<file path="config.mk">
export PLATFORM = sky130hd
export DESIGN_NAME = pipelined_multiplier_nbits
export DESIGN_NICKNAME = d
export VERILOG_FILES = /design/src/rtl/pipelined_multiplier_nbits.sv
export SDC_FILE = /design/constraint.sdc
export NUM_CORES = 1
export LEC_CHECK = 0
export BUFFER_PORTS_ARGS = -buffer_cell sky130_fd_sc_hd__buf_2
export CAP_MARGIN = 0
export CORE_ASPECT_RATIO = 2
export CORE_MARGIN = 2
export CORE_UTILIZATION = 47
export DETAILED_ROUTE_END_ITERATION = 8
export PLACE_DENSITY = 0.68
export SYNTH_ARGS = -nofsm -noshare
export SYNTH_HDL_FRONTEND = slang
export SYNTH_SLANG_ARGS = --single-unit
</file>
<file path="constraint.sdc">
create_clock -name clk -period 4.4 [get_ports clk]
set_input_delay 0.44 -clock clk [delete_from_list [all_inputs] [get_ports clk]]
set_output_delay 0.44 -clock clk [all_outputs]
set_load 0.05 [all_outputs]
</file>
<file path="src/rtl/pipelined_multiplier_nbits.sv">
// pipelined_multiplier_nbits: 3-stage valid/ready multiplier, Baugh-Wooley signed/unsigned, carry-save reduction
module pipelined_multiplier_nbits #(
  parameter int WIDTH = 8,
  parameter int SIGNED_EN = 1
) (
  input  logic               clk,
  input  logic               rst,
  input  logic               in_valid,
  output logic               in_ready,
  input  logic [WIDTH-1:0]   A,
  input  logic [WIDTH-1:0]   B,
  input  logic               in_signed,
  output logic               out_valid,
  input  logic               out_ready,
  output logic [2*WIDTH-1:0] product
);
  localparam int PW = 2 * WIDTH;
  localparam logic [PW-1:0] BW_K = (PW'(1) << WIDTH) | (PW'(1) << (PW - 1));
  logic              w_adv;
  logic [WIDTH-1:0]  r_a;
  logic [WIDTH-1:0]  r_b;
  logic              r_sgn;
  logic              r_v1;
  logic              r_v2;
  logic              r_v3;
  logic [PW-1:0]     w_pp [WIDTH+1];
  logic [PW-1:0]     w_s;
  logic [PW-1:0]     w_c;
  logic [PW-1:0]     w_t;
  logic [PW-1:0]     r_sum;
  logic [PW-1:0]     r_carry;
  logic [PW-1:0]     r_product;
  assign w_adv     = !r_v3 || out_ready;
  assign in_ready  = w_adv;
  assign out_valid = r_v3;
  assign product   = r_product;
  // S1: capture operands and mode; mode is forced unsigned when signed support is off
  always_ff @(posedge clk) begin
    if (rst) r_v1 <= 1'b0;
    else if (w_adv) begin
      r_v1  <= in_valid;
      r_a   <= A;
      r_b   <= B;
      r_sgn <= (SIGNED_EN != 0) && in_signed;
    end
  end
  // Partial products: in signed mode the sign-row/column cross terms are inverted and a constant row adds 2^W + 2^(2W-1)
  always_comb begin
    for (int i = 0; i < WIDTH; i++) begin
      w_pp[i] = '0;
      for (int j = 0; j < WIDTH; j++)
        w_pp[i][i+j] = (r_a[j] & r_b[i]) ^ (r_sgn && ((i == WIDTH - 1) != (j == WIDTH - 1)));
    end
    w_pp[WIDTH] = r_sgn ? BW_K : '0;
  end
  // Carry-save array: fold each partial-product row into a sum/carry pair with per-bit full adders
  always_comb begin
    w_s = w_pp[0];
    w_c = w_pp[1];
    w_t = '0;
    for (int i = 2; i <= WIDTH; i++) begin
      w_t = w_s ^ w_c ^ w_pp[i];
      w_c = ((w_s & w_c) | (w_s & w_pp[i]) | (w_c & w_pp[i])) << 1;
      w_s = w_t;
    end
  end
  // S2: hold the two carry-save rows
  always_ff @(posedge clk) begin
    if (rst) r_v2 <= 1'b0;
    else if (w_adv) begin
      r_v2    <= r_v1;
      r_sum   <= w_s;
      r_carry <= w_c;
    end
  end
  // S3: final carry-propagate add; held while the consumer stalls
  always_ff @(posedge clk) begin
    if (rst) begin
      r_v3      <= 1'b0;
      r_product <= '0;
    end else if (w_adv) begin
      r_v3      <= r_v2;
      r_product <= r_sum + r_carry;
    end
  end
endmodule

</file>
==> results_dict.tcl, run 1 <==
set metrics [dict create \
    drc 0 \
    drtIter0Drc 117 \
    cts-root-buf "clkbuf_16" \
    p_sw_share_pct 36.1 \
    syn_to_final_growth_pct 18.3 \
    vias_per_cell 5.18 \
    clk_latency_ns 0.33 \
    reg2reg_depth 14 \
    cts_sinks 60 \
    via_count 2505 \
    crit_buf_inv 5 \
    antenna_found_initial 0 \
    comb_power_share_pct 42.1 \
    num_rows 46 \
    overflow 0 \
    numCtsBuffers 9 \
    period_share_pct 101 \
    r2r_slack_ns -0.06 \
    routedWlPerCell_um 14.6 \
    worst_path_most_repeated_cell "fa_1" \
    crit_type "reg2reg" \
    top_usage_layer "met2" \
    cp_slowest_cell "fa_1" \
    max_stage_delay_ns 0.54 \
    ys_seq_area_share_pct 42.0 \
    core_mm2 0.00794 \
    p_switching_uw 939 \
    syn_nets 421 \
    drive_gt1_share_pct 22.7 \
    whs_path_depth 1 \
    portBuffers 38 \
    crit_chain "buf_6 -> nand2_4 -> xnor2_2 -> ha_1 -> inv_2 -> fa_1 -> fa_1 -> fa_1 -> inv_2 -> fa_1 -> fa_1 -> inv_1 -> fa_1 -> inv_1" \
    final_nets 469 \
    p_leak_nw 1.99 \
    setup_violations 1 \
    hp-class "in2reg" \
    cp-start-kind "register" \
    synth_area_leaders "edfxtp_1 32%, fa_1 22%, dfxtp_1 9.9%" \
    synth_edf_count 41 \
    skew_ns 0.00425 \
    grt_pass1_wl_um 11800 \
    hpwl_um 5580 \
    htreeDepth 3 \
    wirelength_um 7050 \
    min_from "B[1]" \
    initial_utilization_pct 48.3 \
    setup_ws_ns -0.0575 \
    postLayoutCoreUtil_pct 57.1 \
    grt_pass1_vias 2734 \
    use_met3_pct 3.59 \
    arrival_ns 4.54 \
    ys_warn_count 0 \
    place.gp.congestion 0.839 \
    power.density_mw_per_mm2 573 \
    min_period_ns 4.46 \
    syn_inst 336 \
    ant_nets 0 \
    fp.dieW_um 67.9 \
    hold_viol_final 0 \
    cp-end-kind "register" \
    synth.avg_cell_area_um2 11.4 \
    pin_count 39 \
    fin_hold_ws_ns 0.285 \
    place_ws_ns -0.0732 \
    critPathMaxFanout 3 \
    worst_slew_margin_rel_pct 27.7 \
    cts_tree "done" \
    clkPwrFrac_pct 25.2 \
    critPathTopFamily "adder cells" \
    critical_path_required_ns 4.48 \
    die-area_mm2 0.00894 \
    ys_ff_latch 60 \
    use_met1_pct 16.3 \
    grtUsageMet2_pct 33.3 \
    synth_top_area_share_pct 32.1 \
    status "finished, violations left" \
    worst_pin_slew_ns 1.08 \
    rsz0062_at_grt "yes" \
    synth.distinct_cells 40 \
    cts_hold_buf 0 \
    ys.flop_type "edfxtp_1" \
    drt_pass1_iterations 4 \
    async_flop_share_pct 0 \
    cap_violations 0 \
    reg2reg_to "r_sum[8]" \
    r2r_start "r_a[7]" \
    violations "negative setup slack" \
    die_h_um 132 \
    grt_use_total_pct 17.8 \
    min_to "r_b[1]" \
    fmax_mhz 224 \
    cp_num_cells 14 \
    netlist_area_mm2 0.00383 \
    slew_violations 0 \
    vdd_drop_max_mv 0.350 \
    clockBufferDepth 2 \
    insertedDiodeCount 0 \
    p_int_mw 1.66 \
    grt_max_degree 42 \
    synth.largest_area_cell "edfxtp_1" \
    clkSlewWorstSetupHoldPaths_ns 0.05 \
    seqPwrFrac_pct 32.7 \
]
[worst max-delay path by stage]
| stage | endpoint | start |
|---|---|---|
| finish | r_sum[8] | r_a[7] |
| global route | r_sum[8] | r_a[7] |
| CTS | r_sum[8] | r_sgn |
| detailed placement | r_sum[8] | r_sgn |
| global placement | r_sum[8] | r_sgn |
| floorplan | r_sum[8] | r_sgn |
[final cells by class]
| cell class | instances | area, µm² |
|---|---|---|
| Tap cell | 96 | 120 |
| Multi-Input combinational cell | 224 | 2080 |
| Fill cell | 668 | 3410 |
| Clock inverter | 2 | 10.0 |
| Timing Repair Buffer | 51 | 292 |
| Clock buffer | 13 | 270 |
| Sequential cell | 60 | 1610 |
| Inverter | 38 | 148 |
[synthesized netlist by cell type, types with 2 or more instances]
library cell	number
nand2_1	70
fa_1	43
edfxtp_1	41
inv_1	36
ha_1	21
and2_1	19
dfxtp_1	19
xnor2_1	14
a21oi_1	13
clkbuf_1	9
nor2_1	5
and3_1	4
buf_2	4
nor3_1	4
o211ai_1	3
o21a_1	3
a211o_1	2
a211oi_2	2
inv_2	2
nor2b_1	2
[cells in the final DEF, fill, tap and decap left out, types with 5 or more instances in the layout]
master | Yosys | layout
a21oi_1 | 13 | 13
and2_1 | 19 | 19
buf_2 | 4 | 38
buf_4 | 0 | 12
clkbuf_16 | 0 | 9
dfxtp_1 | 19 | 19
edfxtp_1 | 41 | 41
fa_1 | 43 | 38
fa_2 | 0 | 5
ha_1 | 21 | 20
inv_1 | 36 | 32
inv_2 | 2 | 5
nand2_1 | 70 | 68
xnor2_1 | 14 | 12
[state kept, by name, summed over array words and instances, names as in the netlist]
| signal | flops |
|---|---|
| r_a | 8 |
| r_carry | 8 |
| r_sum | 16 |
| r_sgn | 1 |
| r_v1 | 1 |
| out_valid | 1 |
| product | 16 |
| r_v2 | 1 |
| r_b | 8 |
[repair_timing]
action	in CTS	in global routing
endpoints found under the setup margin	1	3
pin swaps	0	14
buffers inserted	0	2
resized for setup	0	17
[layer usage]
| layer | share of wire [%] | routed length [µm] |
|---|---|---|
| met2 | 61 | 4280 |
| met5 | 0 | 0 |
| met1 | 32 | 2250 |
| met3 | 2.9 | 205 |
| met4 | 4.5 | 314 |
[cell families (layout without fill, tap and decap cells)]
kind of cell,after synthesis,after routing,share of synthesized area (%)
AOI/OAI and AO/OA,33,33,6.30
buffers and inverters,52,104,5.42
xor gates and xnor gates,15,15,3.43
DFF,60,60,42.0
adders and majority gates,64,64,29.3
and+or+nand+nor,112,112,13.5
[power by group through the flow]
stage               sequential [mW]  clock [mW]  combinational (mW)
finish                        0.851       0.654                1.09
CTS                           0.851       0.672                1.07
detailed placement            0.861           0                1.06
floorplan                     0.987           0               0.687
global placement              0.853           0                1.00
global route                  0.865       0.687                1.25
[through the flow]
| step | power (mW) | cell area, µm² | cells | setup TNS (ns) |
|---|---|---|---|---|
| finish | 2.60 | 4540 | 484 | -0.0575 |
| global route | 2.80 | 4540 | 484 | -0.163 |
| CTS | 2.60 | 4460 | 482 | -0.0596 |
| detailed placement | 1.92 | 4180 | 467 | -0.0732 |
| global placement | 1.85 | 4180 | 467 | 0 |
| floorplan | 1.67 | 3850 | 336 | 0 |
Note: power is estimated with default switching activity, not from simulation.
==> run 2: changes to the inputs <==
--- a/config.mk
+++ b/config.mk
@@ -12,6 +12,7 @@
 export CORE_UTILIZATION = 47
 export DETAILED_ROUTE_END_ITERATION = 8
 export PLACE_DENSITY = 0.68
+export SETUP_SLACK_MARGIN = 0.4
 export SYNTH_ARGS = -nofsm -noshare
 export SYNTH_HDL_FRONTEND = slang
 export SYNTH_SLANG_ARGS = --single-unit
==> run 2 against run 1 <==
The run still ends with negative setup slack left. Critical path depth down 2. Routed wire length down 4.3%. Non-clock buffer count down 1. Combinational power about the same. Largest power group unchanged.
==> results_dict.tcl, run 2 (synthesis gave the netlist of run 1 again) <==
set metrics [dict create \
    pin_count 39 \
    htreeDepth 3 \
    cts-root-buf "clkbuf_16" \
    final_cell_area_mm2 0.00447 \
    cap_violations 0 \
    fill_cells 701 \
    clkSlewWorstSetupHoldPaths_ns 0.05 \
    initial_utilization_pct 48.3 \
    min_period_ns 4.42 \
    drtIter0Drc 97 \
    hold_viol_final 0 \
    place.gp.congestion 0.866 \
    numCtsBuffers 9 \
    vdd_drop_max_mv 0.248 \
    grtUsageMet2_pct 33.8 \
    drt_pass1_iterations 4 \
    worst_pin_slew_ns 1.08 \
    final_nets 468 \
    grt_pass1_vias 2572 \
    power.density_mw_per_mm2 566 \
    hp-class "in2reg" \
    hpwl_um 5470 \
    cts_sinks 60 \
    rsz0062_at_grt "yes" \
    ant_nets 0 \
    cts_hold_buf 0 \
    grt_max_degree 42 \
    overflow 0 \
    setup_ws_ns -0.0229 \
    die_h_um 132 \
    max_stage_delay_ns 0.54 \
    wirelength_um 6750 \
    setup_tns_ns -0.0229 \
    use_met3_pct 5.38 \
    setup_violations 1 \
    portBuffers 38 \
    crit_type "reg2reg" \
    fmax_mhz 226 \
    r2r_start "r_sgn" \
    clk_latency_ns 0.33 \
    cts_tree "done" \
    use_met1_pct 15.1 \
    period_share_pct 101 \
    violations "negative setup slack" \
    arrival_ns 4.51 \
    crit_start "r_sgn" \
    clockBufferDepth 2 \
    syn_to_final_growth_pct 16.5 \
    min_from "B[7]" \
    slew_violations 0 \
    grt_use_total_pct 17.6 \
    crit_chain "inv_8 -> xnor2_2 -> fa_1 -> fa_1 -> fa_1 -> fa_1 -> inv_1 -> fa_1 -> fa_1 -> inv_1 -> fa_1 -> inv_1" \
    power_mw 2.53 \
    die-area_mm2 0.00894 \
    cp-end-kind "register" \
    critical_path_required_ns 4.49 \
    skew_ns 0.00511 \
    routedWlPerCell_um 13.9 \
    cp-start-kind "register" \
    worst_path_most_repeated_cell "fa_1" \
    drc 0 \
    fp.dieW_um 67.9 \
    num_rows 46 \
    worst_slew_margin_rel_pct 27.7 \
    grt_pass1_wl_um 11300 \
    place_area_mm2 0.00419 \
    vias_per_cell 5.11 \
    cp_slowest_cell "fa_1" \
    top_usage_layer "met2" \
    critPathMaxFanout 2 \
    core_mm2 0.00794 \
    most-common-layout-cells "70 x nand2_1, 41 x edfxtp_1, 38 x fa_1, 38 x buf_2, 34 x inv_1" \
    status "finished, violations left" \
    insertedDiodeCount 0 \
    p_leak_nw 1.96 \
    final_common_cell "nand2_1" \
    drive_gt1_share_pct 20.9 \
    antenna_found_initial 0 \
    via_count 2474 \
]
-- run 2: changes by cell type in the layout (fill, tap and decap cells not counted), moves of 2 or more --
cell	previous run	this run
clkbuf_8	3	0
clkinvlp_4	0	2
inv_1	32	34
inv_2	5	3
nand2_1	68	70
-- run 2: cell type report --
class                   count  area (µm²)  area share (%)
clock buffers              11         233            5.21
clock inverters             5        28.8           0.644
inverters                  38         150            3.36
multi-input cells         224        2050            45.8
flip-flops and latches     60        1610            36.1
well taps                  96         120            2.69
repair buffers             50         280            6.27
-- run 2: worst paths after layout --
check,end,slack (ns),cells after the start
worst max-delay path,r_sum[8],-0.02,12
worst min-delay path,r_b[7],0.28,1
worst max register to register,r_sum[8],-0.02,12
worst min register to register,product[6],0.44,2
-- run 2: power by group --
part	switching, mW	leakage [nW]	internal (mW)	total, mW
Sequential	0.0551	0.562	0.792	0.847
Combinational	0.631	1.27	0.438	1.07
Clock	0.238	0.123	0.376	0.614
Total	0.924	1.96	1.61	2.53
-- run 2: per-layer routing --
| metal | vias up | wire length, µm |
|---|---|---|
| met5 | - | 0 |
| met4 | 0 | 245 |
| met1 | 1211 | 2060 |
| li1 | 1185 | - |
| met3 | 21 | 253 |
| met2 | 57 | 4200 |
-- run 2: through the flow --
stage	util, %	cells	hold WS (ns)	worst slack, ns
final	56.3	484	0.281	-0.0229
after CTS	56.2	484	0.266	-0.0382
after detailed placement	52.8	467	0.442	-0.0768
after global routing	56.3	484	0.270	-0.126
after floorplan	-	336	0.432	0.0161
after global placement	52.8	467	0.435	0.0543
-- run 2: what timing repair did --
action                                  in CTS  in global routing
pin swaps                                    0                  1
endpoints found under the setup margin       7                  9
resized for setup                            2                  3
hold endpoints to repair                     0                  0
setup buffers                                1                  0
-- run 2: worst max-delay path: cells and delay by family (launching register included) --
family	cells	cell delay, ns
XOR/XNOR	1	0.07
adder cells (fa/ha/maj)	7	3.40
buffers and inverters	4	0.23
flip-flops	1	0.48
